### config.mk
export PLATFORM = sky130hd
export DESIGN_NAME = spi_master_ctrl
export DESIGN_NICKNAME = d
export VERILOG_FILES = /design/src/rtl/spi_pkg.sv /design/src/rtl/spi_clk_div.sv /design/src/rtl/spi_master_ctrl.sv
export SDC_FILE = /design/constraint.sdc
export NUM_CORES = 1
export LEC_CHECK = 0
export CELL_PAD_IN_SITES_DETAIL_PLACEMENT = 0
export CELL_PAD_IN_SITES_GLOBAL_PLACEMENT = 1
export CORE_MARGIN = 8
export CORE_UTILIZATION = 40
export DETAILED_ROUTE_END_ITERATION = 6
export HOLD_SLACK_MARGIN = 0.03
export PLACE_DENSITY_LB_ADDON = 0.1
export SLEW_MARGIN = 30
export SYNTH_ARGS = -nofsm -noshare
export SYNTH_HDL_FRONTEND = slang
export SYNTH_HIERARCHICAL = 1
export SYNTH_SLANG_ARGS = --single-unit
export TNS_END_PERCENT = 20
### constraint.sdc
create_clock -name i_clk -period 4.75 [get_ports i_clk]
set_input_delay 0.95 -clock i_clk [delete_from_list [all_inputs] [get_ports i_clk]]
set_output_delay 0.95 -clock i_clk [all_outputs]
set_load 0.02 [all_outputs]
### src/rtl/spi_pkg.sv
// rtl/spi_pkg.sv - FSM state codes, SPI mode codes and counter-width helper for spi_master_ctrl
package spi_pkg;

    typedef logic [2:0] spi_state_t;

    localparam spi_state_t S_IDLE     = 3'd0;
    localparam spi_state_t S_LOAD     = 3'd1;
    localparam spi_state_t S_SETUP    = 3'd2;
    localparam spi_state_t S_TRANSFER = 3'd3;
    localparam spi_state_t S_HOLD     = 3'd4;

    // Mode codes are {cpol, cpha}
    localparam logic [1:0] MODE0 = 2'b00;
    localparam logic [1:0] MODE1 = 2'b01;
    localparam logic [1:0] MODE2 = 2'b10;
    localparam logic [1:0] MODE3 = 2'b11;

    localparam int DEF_WIDTH   = 8;
    localparam int DEF_CLK_DIV = 4;
    localparam int DEF_CS_GAP  = 2;

    function automatic int cnt_w(input int n);
        return (n <= 2) ? 1 : $clog2(n);
    endfunction

endpackage

### src/rtl/spi_clk_div.sv
// rtl/spi_clk_div.sv - SCLK divider: div_cnt, SCLK register, edge strobes and edge count
module spi_clk_div
    import spi_pkg::*;
#(
    parameter int CLK_DIV = DEF_CLK_DIV,
    parameter int EW      = 5
) (
    input  logic          i_clk,
    input  logic          i_rst,
    input  logic          en,
    input  logic          idle_level,
    output logic          sclk,
    output logic          lead_stb,
    output logic          trail_stb,
    output logic [EW-1:0] edge_cnt
);

    localparam int DW = cnt_w(CLK_DIV);

    logic [DW-1:0] div_cnt;
    logic          tick;

    assign tick      = en && (div_cnt == DW'(CLK_DIV - 1));
    // Even edge count means SCLK is still at idle level, so the coming edge is leading
    assign lead_stb  = tick && !edge_cnt[0];
    assign trail_stb = tick && edge_cnt[0];

    always_ff @(posedge i_clk or posedge i_rst) begin
        if (i_rst) begin
            div_cnt  <= '0;
            edge_cnt <= '0;
            sclk     <= 1'b0;
        end else if (!en) begin
            div_cnt  <= '0;
            edge_cnt <= '0;
            sclk     <= idle_level;
        end else if (tick) begin
            div_cnt  <= '0;
            edge_cnt <= edge_cnt + 1'b1;
            sclk     <= ~sclk;
        end else begin
            div_cnt  <= div_cnt + 1'b1;
        end
    end

    always @(posedge i_clk) begin
        assert (CLK_DIV >= 2) else $error("spi_clk_div: CLK_DIV must be 2 or more");
    end

endmodule

### src/rtl/spi_master_ctrl.sv
// rtl/spi_master_ctrl.sv - SPI master sequencer; define SPI_CONT_XFER_EN for back-to-back frames under one CS
module spi_master_ctrl
    import spi_pkg::*;
#(
    parameter int WIDTH   = DEF_WIDTH,
    parameter int CLK_DIV = DEF_CLK_DIV,
    parameter int CS_GAP  = DEF_CS_GAP
) (
    input  logic i_clk,
    input  logic i_rst,
    input  logic i_start,
    input  logic i_cpol,
    input  logic i_cpha,
    output logic o_load,
    output logic o_shift_en,
    output logic o_sample_en,
    output logic o_ic_phase,
    output logic o_sclk,
    output logic o_cs_n,
    output logic o_busy,
    output logic o_done
);

    localparam int GW = cnt_w(CS_GAP);
    localparam int BW = cnt_w(WIDTH + 1);
    localparam int EW = cnt_w(2 * WIDTH + 1);

    spi_state_t    state, nxt;
    logic [1:0]    mode_q;
    logic [GW-1:0] gap_cnt;
    logic [BW-1:0] bit_cnt;
    logic [EW-1:0] edge_cnt;
    logic          lead_stb, trail_stb, cs_n_q, done_q;
    logic          samp_lead, samp_trail, gap_last, last_edge, frame_end;
    logic          idle_level;

    assign idle_level = (state == S_IDLE) ? i_cpol : mode_q[1];

    spi_clk_div #(
        .CLK_DIV (CLK_DIV),
        .EW      (EW)
    ) u_clk_div (
        .i_clk      (i_clk),
        .i_rst      (i_rst),
        .en         (state == S_TRANSFER),
        .idle_level (idle_level),
        .sclk       (o_sclk),
        .lead_stb   (lead_stb),
        .trail_stb  (trail_stb),
        .edge_cnt   (edge_cnt)
    );

    assign samp_lead  = (mode_q == MODE0) || (mode_q == MODE2);
    assign samp_trail = (mode_q == MODE1) || (mode_q == MODE3);
    assign gap_last   = gap_cnt == GW'(CS_GAP - 1);
    assign last_edge  = trail_stb && (edge_cnt == EW'(2 * WIDTH - 1));

    assign o_sample_en = (lead_stb && samp_lead) || (trail_stb && samp_trail);
    // cpha=0 puts the MSB out during LOAD, so the final trailing edge has nothing left to shift
    assign o_shift_en  = ((state == S_LOAD) && samp_lead) || (lead_stb && samp_trail)
                       || (trail_stb && samp_lead && !last_edge);

    assign frame_end = last_edge && ((bit_cnt == BW'(WIDTH))
                     || (o_sample_en && (bit_cnt == BW'(WIDTH - 1))));

    always_comb begin
        nxt = state;
        case (state)
            S_IDLE:     if (i_start) nxt = S_LOAD;
            S_LOAD:     nxt = S_SETUP;
            S_SETUP:    if (gap_last) nxt = S_TRANSFER;
            S_TRANSFER: if (frame_end) nxt = S_HOLD;
            S_HOLD: begin
                if (gap_last) begin
`ifdef SPI_CONT_XFER_EN
                    nxt = i_start ? S_LOAD : S_IDLE;
`else
                    nxt = S_IDLE;
`endif
                end
            end
            default:    nxt = S_IDLE;
        endcase
    end

    always_ff @(posedge i_clk or posedge i_rst) begin
        if (i_rst) begin
            state   <= S_IDLE;
            mode_q  <= MODE0;
            gap_cnt <= '0;
            bit_cnt <= '0;
            cs_n_q  <= 1'b1;
            done_q  <= 1'b0;
        end else begin
            state  <= nxt;
            done_q <= (state == S_HOLD) && gap_last;
            // A HOLD->LOAD hop only exists for chained frames, where CS must stay asserted
            cs_n_q <= !((nxt == S_SETUP) || (nxt == S_TRANSFER) || (nxt == S_HOLD)
                        || ((nxt == S_LOAD) && (state == S_HOLD)));
            if ((state == S_IDLE) && i_start)
                mode_q <= {i_cpol, i_cpha};
            if (((state == S_SETUP) || (state == S_HOLD)) && !gap_last)
                gap_cnt <= gap_cnt + 1'b1;
            else
                gap_cnt <= '0;
            if (state == S_LOAD)
                bit_cnt <= '0;
            else if (o_sample_en)
                bit_cnt <= bit_cnt + 1'b1;
        end
    end

    assign o_load     = state == S_LOAD;
    assign o_busy     = state != S_IDLE;
    assign o_cs_n     = cs_n_q;
    assign o_done     = done_q;
    assign o_ic_phase = mode_q[0];

endmodule

; Word-level counts from Yosys, hierarchy flattened
; Index checks and enable logic that the tools add are counted.
[classes]
add_sub_neg = 4
n_eq_ne = 16
muxes = 15
bitwise = 1
reduce_logical = 34
[ops]
columns = cell, n
row1 = $logic_and A1 B1 Y1, 16
row2 = $pmux W3 S5, 1
row3 = $eq A3 B2 Y1 const B, 4
row4 = $mux W3, 4
row5 = $logic_or A1 B1 Y1, 10
row6 = $mux W5, 2
row7 = $mux W4, 2
row8 = $eq A2 B2 Y1 const B, 3
row9 = $eq A3 B1 Y1 const B, 2
row10 = $eq A3 B3 Y1 const B, 2
row11 = $add A5 B1 Y5 const B, 1
row12 = $eq A5 B4 Y1 const B, 1
row13 = $add A4 B1 Y4 const B, 1
row14 = $eq A4 B3 Y1 const B, 1
row15 = $eq A4 B4 Y1 const B, 1
row16 = $logic_not A1 Y1, 4
row17 = $mux W1, 4
row18 = $mux W2, 2
row19 = $logic_not A3 Y1, 1
row20 = $reduce_bool A3 Y1, 1
row21 = $add A2 B1 Y2 const B, 1
row22 = $eq A2 B1 Y1 const B, 1
row23 = $logic_not A2 Y1, 1
row24 = $ne A2 B2 Y1 const B, 1
row25 = other kinds (3), 3
[word_totals]
register_bits = 20
inputBits = 5
output_inout_bits = 8

; Longest topological paths before layout
[depth]
word_depth = 15
depth_mapped = 8
depth_no_buf = 7

; By module
; Netlist, hierarchy kept.
[modules_own_cells]
columns = module, n_inst, cells_each, area_per_inst_um2
row1 = spi_master_ctrl, 1, 67, 664.4
row2 = spi_clk_div, 1, 38, 394.1

; Worst setup path before layout
; No wires, ideal clock.
[synth_timing]
kind = reg2out
start = register state[2]
end = output o_shift_en
arrival_ns = 1.579
required_ns = 3.800
setup_slack_ns = 2.221
stages_incl_launch_ff = 7
n_path_buf = 2
cell_sequence = dfrtp_1 > buf_2 > nor3b_1 > buf_2 > and3_2 > o21ai_0 > a21oi_1
[synth_via]
elab_chain_len = 7
word_cells_on_any_way = 13
classes_between = eq/ne (2) / reduce/logical (11)
[synth_rtl]
columns = item, line_no
row1 = "start, declared", spi_master_ctrl.sv:28  ; spi_state_t state, nxt;
row2 = "start signal, assigned", spi_master_ctrl.sv:95  ; state <= nxt;
row3 = $eq A3 B2 Y1 *, spi_master_ctrl.sv:45  ; .en (state == S_TRANSFER),
row4 = $logic_and A1 B1 Y1 *, spi_clk_div.sv:23  ; assign tick = en && (div_cnt == DW'(CLK_DIV - 1));
row5 = $logic_and A1 B1 Y1 *, spi_clk_div.sv:26  ; assign trail_stb = tick && edge_cnt[0];
row6 = net trail_stb, spi_master_ctrl.sv:33  ; logic lead_stb, trail_stb, cs_n_q, done_q;
row7 = $logic_and A1 B1 Y1, spi_master_ctrl.sv:56  ; assign last_edge = trail_stb && (edge_cnt == EW'(2 * WIDTH - 1));
row8 = $logic_not A1 Y1, spi_master_ctrl.sv:61  ; || (trail_stb && samp_lead && !last_edge);
row9 = $logic_and A1 B1 Y1 *, spi_master_ctrl.sv:61
row10 = $logic_or A1 B1 Y1 *, spi_master_ctrl.sv:61
row11 = "end, declared", spi_master_ctrl.sv:15  ; output logic o_shift_en,
; The timed path passes the listed nets; every way through them passes the cells marked *.

; Worst setup path after layout
[layout_timing]
start = register state[0]
end = output o_sample_en
[layout_via]
elab_chain_len = 5
word_cells_on_any_way = 7
classes_between = eq/ne (1) / reduce/logical (6)
[layout_rtl]
columns = item, line_no
row1 = $eq A3 B2 Y1, spi_master_ctrl.sv:45
row2 = $logic_and A1 B1 Y1, spi_clk_div.sv:23
row3 = $logic_and A1 B1 Y1, spi_clk_div.sv:25  ; assign lead_stb = tick && !edge_cnt[0];
row4 = net lead_stb, spi_master_ctrl.sv:33
row5 = $logic_and A1 B1 Y1, spi_master_ctrl.sv:58  ; assign o_sample_en = (lead_stb && samp_lead) || (trail_stb && samp_trail);
row6 = $logic_or A1 B1 Y1, spi_master_ctrl.sv:58
row7 = "end, declared", spi_master_ctrl.sv:16  ; output logic o_sample_en,
; The timed path passes the listed nets, and every way through them passes these cells.

==> results.md <==
* Worst hold stages at 1
* Routed wire length at 1.91 mm
* Total grt overflow at 0
* Cell-internal power at 0.220 mW
* Synth unique cells at 34
* DRC viols at 0
* Warnings, synthesis at 6
* Global-route wire length before repair at 3.34 mm
* RSZ-0062 raised after global routing: false
* Gate Count Post-Synth at 105
* Crit path required time at 3.80 ns
* Startpoint Class: register
* Antenna violations before repair at 0
* Num CTS Buffers at 3
* Number of enable flip-flop cells after synthesis at 0
* # diodes at 0
* Placed inst area at 0.00120 mm2
* Initial core utilization at 42.3%
* CTS tree: built
* Min Tclk post-route at 3.35 ns
* Core Box Area at 0.00250 mm2
* Cell Area, Synth at 0.00106 mm2
* Layout area overhead at 16.5%
* Final Instance Area at 0.00123 mm2
* Metal3 WL at 69 um
* Psw at 0.0554 mW
* Clock Sinks at 20
* Worst Skew at 0.00572 ns
* Max-cap violations at 0
* Hold EP: u_clk_div/div_cnt[0]
* Max IR drop VDD at 0.174 mV
* CTS resizes at 0
* Clock Power Share at 35.6%
* Fill cell count at 235
* Crit path DAT at 2.40 ns
* Post-synthesis net count at 114
* Die height at 67.4 um
* R2r setup slk at 2.68 ns
* Gpl congestion at 0.751
* Final Cycle Share at 70.4%
* Crit end category: output port
* Commonest non-fill, non-tap cell in the layout: dfrtp_1
* Final hold viol count at 0
* Setup bufs post-CTS at 0
* Rows at 18
* Reg2reg end: state[2]
* Vias in the first global route at 730
* Slowest CP cell: clkdlybuf4s50_1
* Drt wl/cell at 12.9 um
* Crit Path Category: reg -> out
* Vias per std cell at 5.09
* Reg2reg path depth at 6
* Max incr delay on CP at 0.59 ns
* Detailed Place HPWL at 1.43 mm
* Worst-path clk slew at 0.11 ns
* Later-pin clock latency in the skew report at 0.30 ns
* Post-CTS Hold Buffers at 0
* Setup TNS at 0 ns
* Gate power share at 2.6%
* Top cell by count, worst path: inv_1
* Metal2 WL at 948 um
* Net Sw Frac at 20.1%
* Tot Pwr at 0.275 mW
* Synthesized flop and latch total at 20
* Largest net degree at the start of global routing at 13
* Part of the Yosys area used for sequential elements at 47.4%
* Share of cells above drive strength 1 at 13.6%
* Fin Hold WS at 0.426 ns
* CTS HTree Levels at 1
* Clock Path Buffers at 2
* Util after Layout at 49.3%
* Total die area at 0.00455 mm2
* Seq pwr share at 61.8%
* Drt initial violations at 45
* # port buffers at 12
* Max Clock Freq at 299 MHz
* Gr usage total at 9.53%
* Cell Pwr Density at 223 mW/mm2
* Setup violators final at 0
* Number of I/O pins at 13
* Crit path cell chain: inv_1 -> nor3b_1 -> buf_4 -> nand2_1 -> nor2_1 -> mux2i_2 -> inv_1 -> clkdlybuf4s50_1
* Most frequent cells in the layout: dfrtp_1, nor2_1, clkdlybuf4s50_1
* FFs w/ async S/R, synth at 100%
* Syn Area/Cell at 10.1 um2
* Via count at 753
* Status: complete, no violations
* Max-slew violations at 0
* Worst hold start: u_clk_div/div_cnt[0]
* Pleak at 0.548 nW
* Antenna-violating nets left at 0
* R2R Path Start: state[1]
* Top routing layer in use: met4
* WL met1 at 872 um
* Main flop type after synthesis: dfrtp_1
* CP max FO at 11
* Worst hold path type: reg -> reg
* First-pass DRT Iterations at 4
* Clock root cell: clkbuf_4
* Die Width at 67.4 um
* Final #Nets at 128
* Worst slew margin at 67.3%
* Worst Tran Pin Value at 0.490 ns
state kept, by name, indices dropped and copies added (netlist names):
name                flops
bit_cnt                 4
gap_cnt                 1
mode_q                  2
o_cs_n                  1
o_done                  1
state                   3
u_clk_div/div_cnt       2
u_clk_div/edge_cnt      5
u_clk_div/sclk          1
synthesized netlist by cell type, types with 3 or more instances:
cell type / n / share of area, %
inv_1: 9 / 3.2
o21ai_0: 3 / 1.4
mux2_2: 3 / 3.2
mux2i_1: 4 / 3.8
nand3b_1: 3 / 2.1
ha_1: 4 / 4.7
nand4_1: 3 / 1.8
xnor2_1: 4 / 3.3
nand2b_1: 4 / 2.4
a21oi_1: 6 / 2.8
nor2_1: 12 / 4.3
buf_2: 3 / 1.4
dfrtp_1: 19 / 45
nand2_1: 6 / 2.1
per-layer routing:
metal | vias to the layer above | global-route usage, %
met4 | 0 | 3.13
met5 | - | 0
met3 | 2 | 3.97
li1 | 380 | -
met1 | 363 | 10.7
met2 | 8 | 16.0
cell families (layout without fill, tap and decap cells):
family                   after synthesis  after routing  synth area share (%)
AND/OR/NAND/NOR                       42             42                  22.6
flip-flops                            20             20                  47.4
AO/OA/AOI/OAI                         14             14                  8.04
buffers and inverters                 13             26                  5.67
multiplexers                           8              8                  8.27
adder cells (fa/ha/maj)                4              4                  4.73
XOR/XNOR                               4              4                  3.31
power groups by stage:
stage               clock network [mW]  registers, mW  logic (mW)
finish                          0.0981          0.170     0.00703
global route                     0.110          0.170     0.00823
CTS                              0.103          0.170     0.00750
detailed placement                   0          0.173     0.00749
global placement                     0          0.173     0.00726
floorplan                            0          0.173     0.00265
critical path, delay by kind of cell, from the launching register on:
kind	cells	cell delay, ns
flip-flops	1	0.50
AND/OR/NAND/NOR	3	0.43
multiplexers	1	0.18
buffers and inverters	4	0.98
cell type report:
class / count / area (um2) / share of cell area (%)
clock buffers: 4 / 36.3 / 2.94
inverters: 9 / 33.8 / 2.74
multi-input cells: 72 / 497 / 40.3
flip-flops and latches: 20 / 502 / 40.7
well taps: 30 / 37.5 / 3.04
repair buffers: 13 / 128 / 10.3
metrics by stage:
stage	cells	setup slack, ns
after floorplan	105	2.22
after global placement	144	1.77
after detailed placement	144	1.74
after CTS	148	1.39
after global routing	148	1.21
final	148	1.40
how the worst max path moves through the flow:
stage                  end  startpoint  slack (ns)  cells past startpoint
6_report       o_sample_en    state[0]        1.40                      8
5_1_grt        o_sample_en    state[0]        1.21                      8
4_1_cts        o_sample_en    state[1]        1.39                      6
3_5_place_dp   o_sample_en    state[1]        1.74                      6
3_3_place_gp   o_sample_en    state[1]        1.77                      6
2_1_floorplan   o_shift_en    state[2]        2.22                      6
Power figures use the tool's default switching activity.
